<file path="src/rtl/ifetch_prefetch.sv">
// Instruction-fetch front end: issues sequential word fetches over a req/gnt/rvalid bus,
// buffers returned words with their PCs, and flushes on core redirects.
module ifetch_prefetch #(
    parameter int          DEPTH    = 4,
    parameter logic [31:0] RESET_PC = 32'h0000_0000
) (
    input  logic                         clk,
    input  logic                         reset,
    input  logic                         redirect,
    input  logic [31:0]                  redirect_pc,
    output logic                         instr_valid,
    output logic [31:0]                  instr,
    output logic [31:0]                  instr_pc,
    input  logic                         instr_ready,
    output logic                         mem_req,
    output logic [31:0]                  mem_addr,
    input  logic                         mem_gnt,
    input  logic                         mem_rvalid,
    input  logic [31:0]                  mem_rdata,
    output logic [$clog2(DEPTH+1)-1:0]   fifo_count
);

    localparam int            CW      = $clog2(DEPTH + 1);
    localparam int            AW      = $clog2(DEPTH);
    localparam logic [CW:0]   DEPTH_C = (CW + 1)'(DEPTH);

    logic [31:0]   fetch_pc;
    logic [31:0]   resp_pc;
    logic [CW-1:0] inflight;
    logic [CW-1:0] inflight_next;
    logic [CW-1:0] drop_cnt;
    logic [CW-1:0] count;
    logic [AW-1:0] head;
    logic [AW-1:0] tail;
    logic [31:0]   data_q [DEPTH];
    logic [31:0]   pc_q   [DEPTH];

    logic grant;
    logic rsp;
    logic push;
    logic pop;

    // Credit rule: buffered plus outstanding words never exceed the FIFO capacity.
    assign mem_req  = !reset && !redirect && (({1'b0, count} + {1'b0, inflight}) < DEPTH_C);
    assign mem_addr = fetch_pc;
    assign grant    = mem_req && mem_gnt;

    // A response with nothing outstanding is a protocol violation and is ignored.
    assign rsp  = !reset && mem_rvalid && (inflight != '0);
    assign push = rsp && !redirect && (drop_cnt == '0);
    assign pop  = !reset && !redirect && instr_valid && instr_ready;

    always_comb begin
        // NOTE: default assignment first so no path leaves inflight_next unassigned (no latch).
        inflight_next = inflight;
        if (grant && !rsp)
            inflight_next = inflight + CW'(1);
        else if (!grant && rsp)
            inflight_next = inflight - CW'(1);
    end

    always_ff @(posedge clk) begin
        // NOTE: non-blocking assignments throughout sequential logic so every register
        // samples pre-edge values regardless of statement order.
        if (reset) begin
            fetch_pc <= RESET_PC;
            resp_pc  <= RESET_PC;
            inflight <= '0;
            drop_cnt <= '0;
            count    <= '0;
            head     <= '0;
            tail     <= '0;
        end else if (redirect) begin
            fetch_pc <= {redirect_pc[31:2], 2'b00};
            resp_pc  <= {redirect_pc[31:2], 2'b00};
            inflight <= inflight_next;
            drop_cnt <= inflight_next;
            count    <= '0;
            head     <= '0;
            tail     <= '0;
        end else begin
            inflight <= inflight_next;
            if (grant)
                fetch_pc <= fetch_pc + 32'd4;
            if (rsp) begin
                if (drop_cnt != '0)
                    drop_cnt <= drop_cnt - CW'(1);
                else
                    resp_pc <= resp_pc + 32'd4;
            end
            if (push)
                tail <= tail + AW'(1);
            if (pop)
                head <= head + AW'(1);
            if (push && !pop)
                count <= count + CW'(1);
            else if (!push && pop)
                count <= count - CW'(1);
        end
    end

    // NOTE: FIFO storage is deliberately not reset; entries are only read once count
    // says they were written, and the output mux forces zeros while empty.
    always_ff @(posedge clk) begin
        if (push) begin
            data_q[tail] <= mem_rdata;
            pc_q[tail]   <= resp_pc;
        end
    end

    assign instr_valid = (count != '0);
    assign instr       = instr_valid ? data_q[head] : 32'h0;
    assign instr_pc    = instr_valid ? pc_q[head]   : 32'h0;
    assign fifo_count  = count;

endmodule

</file>
<file path="config.mk">
export PLATFORM = sky130hd
export DESIGN_NAME = ifetch_prefetch
export DESIGN_NICKNAME = d
export VERILOG_FILES = /design/src/rtl/ifetch_prefetch.sv
export SDC_FILE = /design/constraint.sdc
export NUM_CORES = 1
export LEC_CHECK = 0
export CORE_MARGIN = 2
export CORE_UTILIZATION = 31
export DETAILED_ROUTE_END_ITERATION = 6
export PLACE_DENSITY_LB_ADDON = 0.15
export SLEW_MARGIN = 20
export SYNTH_ARGS = -nofsm -noshare
export SYNTH_HDL_FRONTEND = slang
export SYNTH_SLANG_ARGS = --single-unit
</file>
<file path="constraint.sdc">
create_clock -name clk -period 6.35 [get_ports clk]
set_input_delay 1.27 -clock clk [delete_from_list [all_inputs] [get_ports clk]]
set_output_delay 1.27 -clock clk [all_outputs]
set_load 0.01 [all_outputs]
</file>
Word level (Yosys, flattened, before mapping)
Memory sizes are Yosys's and may differ from the RTL's. A register that Yosys moved wholly into a read port is not among the register bits.
Cells that the tools add are included.
{"block": "totals", "n_memories": 2, "mem_bits_rw": 256, "register_bits": 77, "out_inout_bits": 101}
{"block": "op_classes", "n_lt_le_gt_ge": 1, "reduce_logical": 31, "muxes": 20, "eq_ne": 1, "bitwise": 1, "n_addsub": 10}
{"name": "data_q", "words": 4, "word_bits": 32, "rd": 1, "rd_ports_with_merged_regs": 1, "wr": 1, "line_no": "35", "rtl": "logic [31:0] data_q [DEPTH];"}
{"name": "pc_q", "words": 4, "word_bits": 32, "rd": 1, "rd_ports_with_merged_regs": 1, "wr": 1, "line_no": "36", "rtl": "logic [31:0] pc_q [DEPTH];"}
{"cell": "two-way mux 32 bit", "n": 7}
{"cell": "adder 32 x 3 -> 32 bit, second input constant", "n": 2}
{"cell": "two-way mux 3 bit", "n": 7}
{"cell": "logical AND 1 bit", "n": 13}
{"cell": "nonzero test 3 bit", "n": 3}
{"cell": "subtractor 3 x 1 -> 3 bit, second input constant", "n": 3}
{"cell": "two-way mux 2 bit", "n": 4}
{"cell": "nonzero test 2 bit", "n": 4}
{"cell": "adder 3 x 1 -> 3 bit, second input constant", "n": 2}
{"cell": "zero test 1 bit", "n": 6}
{"cell": "AND reduction 2 bit", "n": 3}
{"cell": "adder 2 x 1 -> 2 bit, second input constant", "n": 2}
{"cell": "adder 3 x 3 -> 4 bit", "n": 1}
{"cell": "< comparator 4 x 3 -> 1 bit, second input constant", "n": 1}
{"cell": "zero test 3 bit", "n": 1}
{"cell": "two-way mux 1 bit", "n": 2}
{"cell": "inequality test 2 bit, second input constant", "n": 1}
{"cell": "OR reduction 2 bit", "n": 1}
{"cell": "inverter 1 bit", "n": 1}

Depth between registers and ports, before layout
{"block": "logic_depth", "word_depth": 9, "depth_mapped": 12, "mapped_depth_nobuf": 12}

Worst setup path before layout
No wires, ideal clock.
{"block": "synth_path", "kind": "input port to flip-flop", "from": "input port reset", "to": "memory data_q[0][0], enable pin", "setup_time_ps": 426, "path_buffers": 1, "path_slack_ps": 2131, "stages": 5, "arrival_time_ps": 3793, "cell_sequence": "buf_4 -> nor3b_2 -> nand2_1 -> nor2_1 -> and2_1"}
{"block": "synth_between", "elab_chain_cells": 7}
{"element": "start, declared", "line_no": "8", "rtl": "input logic reset,"}
{"element": "zero test 1 bit", "line_no": "49", "rtl": "assign rsp = !reset && mem_rvalid && (inflight != '0);"}
{"element": "logical AND 1 bit (2 in a row)", "line_no": "49"}
{"element": "logical AND 1 bit (2 in a row)", "line_no": "50", "rtl": "assign push = rsp && !redirect && (drop_cnt == '0);"}
{"element": "net push", "line_no": "40", "rtl": "logic push;"}
{"element": "two-way mux 1 bit", "line_no": "105", "rtl": "if (push) begin"}
{"element": "two-way mux 1 bit (not written as such)", "line_no": "106", "rtl": "data_q[tail] <= mem_rdata;"}
{"element": "end, declared", "line_no": "35"}
The timed path passes the listed nets, and every way through them passes these cells.

==> reports/metrics.cfg <==
[global_route]
grt_util_met3=0.03412
overflow=0
busiest_layer=met2
use_met1=0.2040
grt_pass1_vias=8340
grt_max_degree=66
grt_pass1_wl_um=50180
track_usage=0.1468
antenna_found_initial=0
use_met2=0.2314

[clock_network]
cts_sinks=323
htree_levels=2
clk_pin_slew_worst_paths_ns=0.05
cts_root_buf=clkbuf_16
max-clock-path-buffers=3
numCtsBuffers=38
tritoncts=built
post_cts_resize_count=0
cts.hold.buffers_added=0
post_cts_buffers=0
insertion_delay_ns=0.54

[timing]
tns_ns=0
fin_skew_ns=0.01105
setup_violations=0
max_freq_mhz=225.8
hold_viol_final=0
rsz0062_at_grt=false
fin_crit_ns=4.429
slew_headroom=0.3341
worstMarginPinSlew_ns=0.9988
drv_slew=0
fin_crit_sh=0.6974

[layout]
layout_common_cells=248 x edfxtp_1, 163 x clkdlybuf4s50_1, 73 x dfxtp_1
fillers=4080
drive_gt1_frac=0.1432
nets=1153
multi_input_area_um2=4287
synthToLayoutAreaGrowth_pct=25.95
ff_latch_area_um2=8954
finalInstanceArea_um2=17040
diodes=0
final_common_cell=edfxtp_1

[die]
die_y_um=212.9
rows=76
die_w_um=212.9
core_area_um2=43080
boundaryPins=171
die_area_um2=45330
start_util=0.3140

[critical_path]
required_ns=5.08
path_max_fanout=32
start_kind=flip-flop
crit_type=reg2out
arrival_ns=3.16
endpoint_kind=output pin

[synth]
synth_edf_count=248
async_flop_share=0
ys_ff_latch=323
postSynthCellCount=897
synthFlopType=edfxtp_1
syn_avg_cell_area_um2=15.08
netlist_area_um2=13530
yosysWarnings=0
synthDistinctLibCells=55
ys_seq_area_frac=0.6615

[place]
placed_area_um2=15790
place.gp.congestion=0.7615
place_hpwl_um=20760
port_buffers=164

[routing]
vias=8025
via_per_inst=4.774
drt-total-wl_um=32500
dr.pass1.iters=4
avgRoutedWirePerCell_um=19.33
drc=0
postRouteAntennaNets=0
drt_iter0_markers=377

[power_and_ir_drop]
swShare=0.2150
ir_worst_vdd_v=0.0001568
cellPowerDensity_nw_per_um2=282.9
p_int_mw=3.784
power_frac_clock=0.454
sequentialPowerShare=0.491
p_sw_mw=1.037
p_leak_nw=5.483
pwr-share-comb=0.055

[min_path]
hp-class=reg2reg

[job]
drv_cap=0

[status]
status=completed

==> routing by layer <==
layer | vias up | part of all wire
li1 | 3768 | -
met1 | 3992 | 0.47
met2 | 215 | 0.46
met3 | 50 | 0.056
met4 | 0 | 0.018
met5 | - | 0
==> through the flow <==
step / instances / hold WS (ns) / total power [mW] / utilization / setup slack, ns
global route: 1681 / 0.5647 / 5.001 / 0.3956 / 1.731
finish: 1681 / 0.5290 / 4.821 / 0.3956 / 1.921
floorplan: 900 / 0.4809 / 2.526 / - / 2.131
global placement: 1613 / 0.5198 / 2.675 / 0.3665 / 1.827
detailed placement: 1613 / 0.5219 / 2.677 / 0.3665 / 1.792
CTS: 1681 / 0.5358 / 4.891 / 0.3956 / 1.806
==> cell type report <==
cell class	instances	share of cell area
Sequential cell	323	0.5255
Multi-Input combinational cell	508	0.2516
Timing Repair Buffer	179	0.1027
Clock buffer	47	0.05963
Tap cell	585	0.04296
Clock inverter	21	0.01373
Inverter	18	0.003965
==> synthesized netlist by cell type (14+ instances only) <==
master | number | area (um^2)
a21oi_1 | 27 | 135.1
ha_1 | 14 | 175.2
nor2_1 | 44 | 165.2
mux4_2 | 62 | 1396
clkbuf_1 | 32 | 120.1
inv_1 | 18 | 67.56
dfxtp_1 | 75 | 1501
o21ai_0 | 21 | 105.1
edfxtp_1 | 248 | 7447
and2_1 | 72 | 450.4
a211oi_1 | 15 | 112.6
nand2_1 | 57 | 214.0
nand4_1 | 24 | 150.1
xor2_1 | 32 | 280.3
nand3_1 | 23 | 115.1
==> state kept, by name (all words and copies together), names as in the netlist, named ones only <==
name / flops
head: 2
drop_cnt: 3
fifo_count: 3
mem_addr: 30
resp_pc: 30
data_q: 128
pc_q: 120
tail: 2
inflight: 3
==> worst max-delay path: stages (launching register included) <==
cell,delay (ns)
dfxtp_2,0.97
buf_4,0.57
mux4_2,0.37
and2_1,0.17
clkdlybuf4s50_1,0.53
==> cell families (layout without fill, tap and decap cells) <==
logic type | after synthesis | after routing | share of synthesized area
adders and majority gates | 15 | 15 | 0.01443
other | 1 | 4 | 0.0002772
AOI/OAI and AO/OA | 105 | 105 | 0.04976
buffers and inverters | 69 | 265 | 0.02294
muxes | 72 | 72 | 0.1112
DFF | 323 | 323 | 0.6615
xor gates and xnor gates | 42 | 42 | 0.02719
and+or+nand+nor | 270 | 270 | 0.1127
==> power by group through the flow <==
stage | clock network (mW) | registers (mW) | logic (mW)
3_3_place_gp | 0 | 2.41 | 0.266
2_1_floorplan | 0 | 2.40 | 0.129
3_5_place_dp | 0 | 2.41 | 0.267
6_report | 2.19 | 2.37 | 0.263
4_1_cts | 2.26 | 2.37 | 0.268
5_1_grt | 2.34 | 2.37 | 0.292
==> path summary, 6_finish.rpt <==
| check | from | end | slack, ns | cells past startpoint |
|---|---|---|---|---|
| min reg2reg | fifo_count[2] | fifo_count[2] | 0.53 | 2 |
| min | fifo_count[2] | fifo_count[2] | 0.53 | 2 |
| max reg2reg | inflight[0] | data_q[3][26] | 2.78 | 8 |
| max | flip-flop | instr_pc[3] | 1.92 | 4 |
No activity file was read; power rests on OpenSTA's default activity.
